===== src/rtl/mfsk_pkg.sv =====
// Shared types and elaboration helpers for the M-ary FSK frame transmitter.
package mfsk_pkg;

    typedef enum logic [1:0] {
        ST_IDLE = 2'd0,
        ST_CALC = 2'd1,
        ST_PRE  = 2'd2,
        ST_PAY  = 2'd3
    } state_e;

    localparam int unsigned CRC_MAX_W = 32;

    // Counter width able to hold 0..n-1 (never narrower than one bit).
    function automatic int unsigned cnt_w(input int unsigned n);
        return (n < 2) ? 1 : $clog2(n);
    endfunction

    function automatic int unsigned num_tones(input int unsigned bps);
        return 1 << bps;
    endfunction

    function automatic int unsigned num_syms(input int unsigned data_w, input int unsigned crc_w,
                                             input int unsigned bps);
        return (data_w + crc_w) / bps;
    endfunction

    function automatic int unsigned max_u(input int unsigned a, input int unsigned b);
        return (a > b) ? a : b;
    endfunction

    // One MSB-first CRC step; only the low w bits of the result are meaningful.
    function automatic logic [CRC_MAX_W-1:0] crc_step(input logic [CRC_MAX_W-1:0] crc,
                                                      input logic din,
                                                      input logic [CRC_MAX_W-1:0] poly,
                                                      input int unsigned w);
        logic                 fb;
        logic [CRC_MAX_W-1:0] nxt;
        logic [CRC_MAX_W-1:0] mask;
        fb   = crc[5'(w - 1)] ^ din;
        nxt  = {crc[CRC_MAX_W-2:0], 1'b0} ^ (fb ? poly : '0);
        mask = (w >= CRC_MAX_W) ? '1 : ((32'd1 << w) - 32'd1);
        return nxt & mask;
    endfunction

endpackage


===== src/rtl/mfsk_frame_tx_nco.sv =====
// Tone mapping and continuous-phase accumulator feeding the downstream sine modulator.
module mfsk_phase_nco #(
    parameter int unsigned BPS       = 2,
    parameter int unsigned PHASE_W   = 8,
    parameter int unsigned FREQ_BASE = 1,
    parameter int unsigned FREQ_STEP = 1
) (
    input  logic               clk,
    input  logic               rst_n,
    input  logic               en_i,
    input  logic               clr_i,
    input  logic [BPS-1:0]     sym_i,
    output logic [PHASE_W-1:0] freq_word_o,
    output logic [PHASE_W-1:0] phase_o
);

    logic               en_q;
    logic [PHASE_W-1:0] freq_q, freq_d;
    logic [PHASE_W-1:0] phase_q, phase_d;
    int unsigned        incr_c;

    // en_i/sym_i are next-cycle values, so freq_q lines up with the registered symbol.
    always_comb begin
        incr_c  = FREQ_BASE + 32'(sym_i) * FREQ_STEP;
        freq_d  = en_i ? PHASE_W'(incr_c) : '0;
        phase_d = phase_q;
        if (clr_i) begin
            phase_d = '0;
        end else if (en_q) begin
            phase_d = phase_q + freq_q;
        end
    end

    always_ff @(posedge clk or negedge rst_n) begin
        if (!rst_n) begin
            en_q    <= 1'b0;
            freq_q  <= '0;
            phase_q <= '0;
        end else begin
            en_q    <= en_i;
            freq_q  <= freq_d;
            phase_q <= phase_d;
        end
    end

    assign freq_word_o = freq_q;
    assign phase_o     = phase_q;

endmodule


===== src/rtl/mfsk_frame_tx.sv =====
// Frame transmitter: latch word, bit-serial CRC, then preamble and {data,crc} as M-ary symbols.
module mfsk_frame_tx
    import mfsk_pkg::*;
#(
    parameter int unsigned     DATA_W        = 8,
    parameter int unsigned     CRC_W         = 8,
    parameter logic [CRC_W-1:0] CRC_POLY     = CRC_W'(8'h07),
    parameter logic [CRC_W-1:0] CRC_INIT     = '0,
    parameter int unsigned     BPS           = 2,
    parameter int unsigned     SPS           = 16,
    parameter int unsigned     PREAMBLE_SYMS = 4,
    parameter int unsigned     PHASE_W       = 8,
    parameter int unsigned     FREQ_BASE     = 1,
    parameter int unsigned     FREQ_STEP     = 1
) (
    input  logic               sys_clk,
    input  logic               rst_n,
    input  logic [DATA_W-1:0]  in_data,
    input  logic               in_valid,
    output logic               in_ready,
    output logic [BPS-1:0]     sym,
    output logic               sym_valid,
    output logic               sym_start,
    output logic [PHASE_W-1:0] freq_word,
    output logic [PHASE_W-1:0] phase,
    output logic               busy,
    output logic               frame_done
);

    localparam int unsigned FRAME_W = DATA_W + CRC_W;
    localparam int unsigned M       = num_tones(BPS);
    localparam int unsigned NSYM    = num_syms(DATA_W, CRC_W, BPS);
    localparam int unsigned SYM_MAX = max_u(PREAMBLE_SYMS, NSYM);
    localparam int unsigned SAMP_W  = cnt_w(SPS);
    localparam int unsigned SYM_W   = cnt_w(SYM_MAX);
    localparam int unsigned BIT_W   = cnt_w(DATA_W);

    if ((FRAME_W % BPS) != 0) begin : g_bps_check
        $error("mfsk_frame_tx: DATA_W+CRC_W must be a multiple of BPS");
    end
    if (SPS < 2) begin : g_sps_check
        $error("mfsk_frame_tx: SPS must be at least 2");
    end
    if (CRC_W > CRC_MAX_W) begin : g_crc_check
        $error("mfsk_frame_tx: CRC_W too wide");
    end

    state_e              state_q, state_d;
    logic [BIT_W-1:0]    bit_cnt_q, bit_cnt_d;
    logic [SAMP_W-1:0]   samp_cnt_q, samp_cnt_d;
    logic [SYM_W-1:0]    sym_cnt_q, sym_cnt_d;
    logic [DATA_W-1:0]   data_q, data_d;
    logic [CRC_W-1:0]    crc_q, crc_d;
    logic [FRAME_W-1:0]  shreg_q, shreg_d;
    logic                in_ready_q, in_ready_d;
    logic [BPS-1:0]      sym_q, sym_d;
    logic                sym_valid_q, sym_valid_d;
    logic                sym_start_q, sym_start_d;
    logic                busy_q, busy_d;
    logic                frame_done_q, frame_done_d;
    logic                phase_clr_c;
    logic [CRC_W-1:0]    crc_nxt_c;
    logic [FRAME_W-1:0]  frame_c;
    logic                last_samp_c;

    always_comb begin
        state_d      = state_q;
        bit_cnt_d    = bit_cnt_q;
        samp_cnt_d   = samp_cnt_q;
        sym_cnt_d    = sym_cnt_q;
        data_d       = data_q;
        crc_d        = crc_q;
        shreg_d      = shreg_q;
        in_ready_d   = in_ready_q;
        sym_d        = sym_q;
        sym_valid_d  = sym_valid_q;
        sym_start_d  = 1'b0;
        busy_d       = busy_q;
        frame_done_d = 1'b0;
        phase_clr_c  = 1'b0;
        crc_nxt_c    = CRC_W'(crc_step(32'(crc_q), data_q[bit_cnt_q], 32'(CRC_POLY), CRC_W));
        frame_c      = {data_q, crc_nxt_c};
        last_samp_c  = (samp_cnt_q == SAMP_W'(SPS - 1));

        case (state_q)
            ST_IDLE: begin
                if (in_valid && in_ready_q) begin
                    state_d    = ST_CALC;
                    data_d     = in_data;
                    crc_d      = CRC_INIT;
                    bit_cnt_d  = BIT_W'(DATA_W - 1);
                    in_ready_d = 1'b0;
                    busy_d     = 1'b1;
                end
            end

            ST_CALC: begin
                crc_d     = crc_nxt_c;
                bit_cnt_d = bit_cnt_q - BIT_W'(1);
                // Last data bit: frame_c already holds the final CRC, go on air next cycle.
                if (bit_cnt_q == '0) begin
                    samp_cnt_d  = '0;
                    sym_cnt_d   = '0;
                    sym_valid_d = 1'b1;
                    sym_start_d = 1'b1;
                    phase_clr_c = 1'b1;
                    if (PREAMBLE_SYMS != 0) begin
                        state_d = ST_PRE;
                        sym_d   = '0;
                        shreg_d = frame_c;
                    end else begin
                        state_d = ST_PAY;
                        sym_d   = frame_c[FRAME_W-1 -: BPS];
                        shreg_d = frame_c << BPS;
                    end
                end
            end

            ST_PRE: begin
                samp_cnt_d = samp_cnt_q + SAMP_W'(1);
                if (last_samp_c) begin
                    samp_cnt_d  = '0;
                    sym_start_d = 1'b1;
                    sym_cnt_d   = sym_cnt_q + SYM_W'(1);
                    if (sym_cnt_q == SYM_W'(PREAMBLE_SYMS - 1)) begin
                        state_d   = ST_PAY;
                        sym_cnt_d = '0;
                        sym_d     = shreg_q[FRAME_W-1 -: BPS];
                        shreg_d   = shreg_q << BPS;
                    end else begin
                        sym_d = (sym_q == '0) ? BPS'(M - 1) : '0;
                    end
                end
            end

            ST_PAY: begin
                samp_cnt_d = samp_cnt_q + SAMP_W'(1);
                if ((sym_cnt_q == SYM_W'(NSYM - 1)) && (samp_cnt_q == SAMP_W'(SPS - 2))) begin
                    frame_done_d = 1'b1;
                end
                if (last_samp_c) begin
                    samp_cnt_d  = '0;
                    sym_start_d = 1'b1;
                    sym_cnt_d   = sym_cnt_q + SYM_W'(1);
                    if (sym_cnt_q == SYM_W'(NSYM - 1)) begin
                        state_d     = ST_IDLE;
                        sym_cnt_d   = '0;
                        sym_d       = '0;
                        sym_valid_d = 1'b0;
                        sym_start_d = 1'b0;
                        busy_d      = 1'b0;
                        in_ready_d  = 1'b1;
                        phase_clr_c = 1'b1;
                    end else begin
                        sym_d   = shreg_q[FRAME_W-1 -: BPS];
                        shreg_d = shreg_q << BPS;
                    end
                end
            end

            default: begin
                state_d = ST_IDLE;
            end
        endcase
    end

    always_ff @(posedge sys_clk or negedge rst_n) begin
        if (!rst_n) begin
            state_q      <= ST_IDLE;
            bit_cnt_q    <= '0;
            samp_cnt_q   <= '0;
            sym_cnt_q    <= '0;
            data_q       <= '0;
            crc_q        <= '0;
            shreg_q      <= '0;
            in_ready_q   <= 1'b1;
            sym_q        <= '0;
            sym_valid_q  <= 1'b0;
            sym_start_q  <= 1'b0;
            busy_q       <= 1'b0;
            frame_done_q <= 1'b0;
        end else begin
            state_q      <= state_d;
            bit_cnt_q    <= bit_cnt_d;
            samp_cnt_q   <= samp_cnt_d;
            sym_cnt_q    <= sym_cnt_d;
            data_q       <= data_d;
            crc_q        <= crc_d;
            shreg_q      <= shreg_d;
            in_ready_q   <= in_ready_d;
            sym_q        <= sym_d;
            sym_valid_q  <= sym_valid_d;
            sym_start_q  <= sym_start_d;
            busy_q       <= busy_d;
            frame_done_q <= frame_done_d;
        end
    end

    mfsk_phase_nco #(
        .BPS       (BPS),
        .PHASE_W   (PHASE_W),
        .FREQ_BASE (FREQ_BASE),
        .FREQ_STEP (FREQ_STEP)
    ) u_nco (
        .clk         (sys_clk),
        .rst_n       (rst_n),
        .en_i        (sym_valid_d),
        .clr_i       (phase_clr_c),
        .sym_i       (sym_d),
        .freq_word_o (freq_word),
        .phase_o     (phase)
    );

    assign in_ready   = in_ready_q;
    assign sym        = sym_q;
    assign sym_valid  = sym_valid_q;
    assign sym_start  = sym_start_q;
    assign busy       = busy_q;
    assign frame_done = frame_done_q;

endmodule


===== config.mk =====
export PLATFORM = sky130hd
export DESIGN_NAME = mfsk_frame_tx
export DESIGN_NICKNAME = d
export VERILOG_FILES = /design/src/rtl/mfsk_pkg.sv /design/src/rtl/mfsk_frame_tx_nco.sv /design/src/rtl/mfsk_frame_tx.sv
export SDC_FILE = /design/constraint.sdc
export NUM_CORES = 1
export LEC_CHECK = 0
export CORE_MARGIN = 1.5
export CORE_UTILIZATION = 46
export DETAILED_ROUTE_END_ITERATION = 10
export PLACE_DENSITY = 0.64
export SYNTH_ARGS = -nofsm -noshare
export SYNTH_HDL_FRONTEND = slang
export SYNTH_SLANG_ARGS = --single-unit
export TNS_END_PERCENT = 100

===== constraint.sdc =====
create_clock -name sys_clk -period 6.25 [get_ports sys_clk]
set_clock_uncertainty 0.05 [all_clocks]
set_input_delay 1.875 -clock sys_clk [delete_from_list [all_inputs] [get_ports sys_clk]]
set_output_delay 1.875 -clock sys_clk [all_outputs]
set_load 0.05 [all_outputs]

### After elaboration in Yosys (flattened, before gate mapping)

Cells that the tools add are included.

* $add $sub $neg: 5
* magnitude comparators: 1
* equal/unequal tests: 14
* mux-type cells: 61
* bitwise gates (word level): 2
* reductions and logical operators: 18

Operators by type and width (count)
* 16-bit 2-to-1 mux: 5
* 16-bit case mux with 3 select lines: 1
* 8-bit 2-to-1 mux: 4
* 2-bit 2-to-1 mux: 12
* 3-bit 2-to-1 mux: 7
* 1-bit 2-to-1 mux: 18
* 8-bit case mux with 2 select lines: 1
* 2-bit != test (second input constant): 7
* 6-bit AND reduction: 2
* 3-bit case mux with 3 select lines: 1
* 8-bit adder: 1
* 4-bit == test (second input constant): 2
* 4-bit 2-to-1 mux: 2
* 1-bit case mux with 2 select lines: 4
* 2-bit case mux with 4 select lines: 1
* 4-bit case mux with 2 select lines: 1
* 4-bit AND reduction: 2
* 2-bit nonzero test: 4
* 8-bit by 3-bit bitwise XOR with 8-bit output: 1
* 2-bit case mux with 3 select lines: 1
* 3-bit case mux with 2 select lines: 1
* 2-bit AND reduction: 3
* 4-bit by 1-bit adder with 4-bit output (second input constant): 1
* 2-bit == test (second input constant): 2
* 15 further kinds: 17

* flip-flop bits (word level): 67
* input bits: 11
* logic and storage cells: 116

### Logic depth before layout (Yosys ltp)

* depth in word-level cells: 7
* mapped depth: 10
* mapped depth without buffers: 9

### Cells and area by module

From an unflattened synthesis, not the netlist that was laid out.

* cell total of the unflattened synthesis: 308
* area total of the unflattened synthesis: 3281.9 um2

By module, submodules not included
* mfsk_frame_tx: times used 1, cells each 251, area each 2668.8 um2, sequential area each 1277.5 um2
* mfsk_phase_nco: times used 1, cells each 57, area each 613.1 um2, sequential area each 300.3 um2

### Least setup slack after synthesis

No wires, ideal clock.

* kind: input to register
* from: input in_valid
* to: register crc_q[3]
* setup time: 121 ps
* data arrival time: 2663 ps
* data required time: 6079 ps
* slack: 3416 ps
* stages: 4
* path buffers: 0
* cells stage by stage: inv_1 o21ai_1 o21ai_1 a22o_1

* cells in the longest elaborated chain, start to end: 3

Ends and longest elaborated chain
* from (decl): RTL line mfsk_frame_tx.sv:19 `input logic in_valid,`
* 1-bit logical AND: RTL line mfsk_frame_tx.sv:87 `if (in_valid && in_ready_q) begin`
* 2-bit != test (no line)
* 2-bit AND reduction (no line)
* to (signal assigned): RTL line mfsk_frame_tx.sv:188 `crc_q <= crc_d;`
* to (decl): RTL line mfsk_frame_tx.sv:53 `logic [CRC_W-1:0] crc_q, crc_d;`

No other way between the ends.
A chain may end at the register's enable or synchronous reset.

==> flow_metrics.env <==
export IMPL_avgSynthCellArea_um2=10.5
export IMPL_crit_path_start_kind="flip-flop"
export IMPL_syn_area_um2=3060
export IMPL_io_pin_count=34
export IMPL_ys_seq_area_share_pct=50.7
export IMPL_crit_chain="clkdlybuf4s50_1"
export IMPL_nNetsFinal=348
export IMPL_gp_congestion=0.782
export IMPL_async_flop_share_pct=100
export IMPL_grt_pass1_wl_um=10400
export IMPL_finalPower_uw=819
export IMPL_required_ps=4320
export IMPL_drive_gt1_share_pct=8.92
export IMPL_drc=0
export IMPL_p_leak_nw=1.77
export IMPL_wirelength_um=5860
export IMPL_syn_inst=292
export IMPL_grt_max_degree=63
export IMPL_fin_tns_setup_ps=0
export IMPL_setup_violations=0
export IMPL_num_antenna_cells=0
export IMPL_yosysWarnings=0
export IMPL_outcome="finished, final reports clean"
export IMPL_port_buffers=28
export IMPL_cts_tree="yes"
export IMPL_start_util_pct=47.9
export IMPL_critPathBufInv=1
export IMPL_synth_compound_area_share_pct=12.2
export IMPL_gr_total_overflow=0
export IMPL_area_delta_synth_final_pct=17.0
export IMPL_drt_pass1_iterations=4
export IMPL_synth_edf_count=0
export IMPL_synthDistinctLibCells=40
export IMPL_synth_xor_area_share_pct=3.15
export IMPL_drv_cap=0
export IMPL_slowest_stage="clkdlybuf4s50_1"
export IMPL_die_area_um2=7150
export IMPL_cts_root_buf="clkbuf_8"
export IMPL_crit_type="flip-flop to output pin"
export IMPL_post_route_period_util_pct=58.8
export IMPL_layout_cells_non_filler=402
export IMPL_synth_top_family_by_area="compound AO/OA/AOI/OAI gates"
export IMPL_worstPathMaxFanout=9
export IMPL_clock_latency_ps=340
export IMPL_grtUsageTotal_pct=18.7
export IMPL_rows=29
export IMPL_num_vias=2087
export IMPL_post_dp_hpwl_um=3960
export IMPL_hold_depth=2
export IMPL_holdBufCountCts=0
export IMPL_die_y_um=84.6
export IMPL_hold_violations=0
export IMPL_drt_iter0_markers=97
export IMPL_timing_slew_headroom_pct=42.9
export IMPL_worst_path_stages=1
export IMPL_grt_pass1_vias=2151
export IMPL_ant_nets=0
export IMPL_drt_vias_per_instance=5.19
export IMPL_max_clock_freq_mhz=272
export IMPL_fin_area_um2=3580
export IMPL_worst_pin_slew_ps=857
export IMPL_die_w_um=84.6
export IMPL_antenna_found_initial=0
export IMPL_yosys_mux_area_fraction_pct=10.3
export IMPL_cts_clk_slew_worst_paths_ps=70
export IMPL_clk_path_buf_depth=2
export IMPL_numCtsBuffers=9
export IMPL_hp_class="flip-flop to flip-flop"
export IMPL_arrival_ps=1750
export IMPL_cts_resized=0
export IMPL_synth_main_ff_cell="dfrtp_1"
export IMPL_place_area_um2=3360
export IMPL_rsz0062_at_grt="no"
export IMPL_reg2regPathDepth=7
export IMPL_vdd_drop_max_v=0.000118
export IMPL_post_cts_repair_setup_buffers=0
export IMPL_synth_simple_area_share_pct=11.6
export IMPL_p_per_area_nw_per_um2=229
export IMPL_core_area_um2=6390
export IMPL_slew_violations=0
export IMPL_placed_cells=386
export IMPL_synth_fa_ha_area_share_pct=7.20
export IMPL_cpPeakStageDelay_ps=870
export IMPL_cpLargestDelayFamily="buffers and inverters"
export IMPL_routedWlPerCell_um=14.6
export IMPL_clock_sinks=62
export IMPL_critPathCaptureType="output pin"
export IMPL_period_needed_ps=3670
export IMPL_htree_levels=3
export IMPL_yosys_register_bits=62
metrics by stage:
stage          setup WS (ps)  hold WS, ps  util [%]
6_report                2580          433      56.1
4_1_cts                 2550          439      56.1
3_3_place_gp            2690          415      52.6
3_5_place_dp            2650          422      52.6
2_1_floorplan           3420          400         -
5_1_grt                 2510          451      56.1
cells in the final DEF (no fill, tap or decap), drive strengths merged, types with 4 or more instances in the layout:
cell and instances:
nand2b 5, nand3 7, clkbuf 10, a21oi 12, nor3 5, inv 13, xor2 4, conb 5
nor2 18, nand2 35, mux2 9, dfrtp 61, o21ai 33, clkdlybuf4s50 27, ha 16, xnor2 7
a22o 5, mux2i 19
area by class of cell:
class                   count  area, um2
repair buffers             29        283
multi-input cells         205       1380
well taps                  77       96.3
fillers                   554       2810
clock buffers              10        138
clock inverters             6       85.1
flip-flops and latches     62       1550
inverters                  13       48.8
cells in the mapped netlist, drive strengths merged (2+ instances only):
| cell type | number | share of area [%] |
|---|---|---|
| a21o | 3 | 0.74 |
| nand3 | 7 | 1.1 |
| ha | 16 | 6.5 |
| o21ai | 33 | 5.4 |
| clkbuf | 6 | 0.74 |
| nor2 | 18 | 2.2 |
| nor3 | 5 | 0.82 |
| mux2 | 9 | 3.3 |
| buf | 10 | 2.5 |
| a22o | 5 | 1.4 |
| a22oi | 2 | 0.49 |
| xnor2 | 7 | 2.0 |
| mux2i | 19 | 6.2 |
| and2 | 3 | 0.61 |
| nand2b | 5 | 1.0 |
| dfrtp | 61 | 50 |
| nand2 | 35 | 4.3 |
| xor2 | 4 | 1.1 |
| a21oi | 12 | 2.0 |
| a211oi | 2 | 0.49 |
| inv | 13 | 1.6 |
| nor2b | 2 | 0.41 |
registers in the layout, summed over array words and instances, names as in the netlist:
signal             cells
data_q                 8
samp_cnt_q             4
crc_q                  8
u_nco.en_q             1
state_q                2
sym_start              1
sym_cnt_q              3
bit_cnt_q              3
sym                    2
u_nco.freq_word_o      3
in_ready               1
shreg_q               16
frame_done             1
busy                   1
u_nco.phase_o          8
cell families (layout without fill, tap and decap cells):
family          after synthesis  in the layout
simple gates                 80             80
flops                        62             62
other cells                   1              5
xor+xnor                     11             11
mux                          29             29
buf+inv                      29             58
compound gates               63             63
fa+ha+maj                    17             17
where the power goes:
part / total [mW] / switching (mW) / internal [mW]
sequential: 0.401 / 0 / 0.401
clock: 0.397 / 0.163 / 0.234
combinational: 0.0206 / 0.0150 / 0.00561
final timing paths:
| path | from | endpoint | slack [ps] |
|---|---|---|---|
| hold reg to reg | shreg_q[12] | shreg_q[12] | 430 |
| hold / removal | shreg_q[12] | shreg_q[12] | 430 |
| max in group asynchronous | rst_n | data_q[7] | 3970 |
| min in group asynchronous | rst_n | sym_cnt_q[2] | 1620 |
| setup reg to reg | state_q[0] | shreg_q[2] | 3080 |
| setup / recovery | u_nco.en_q | sym_valid | 2580 |
layer usage:
layer	part of all wire, %	track usage (%)	wire, um
met3	4.7	6.29	273
met2	44	28.4	2600
met1	50	25.3	2910
met5	0	0	0
met4	1.2	6.60	73
(Power assumes the default switching activity.)
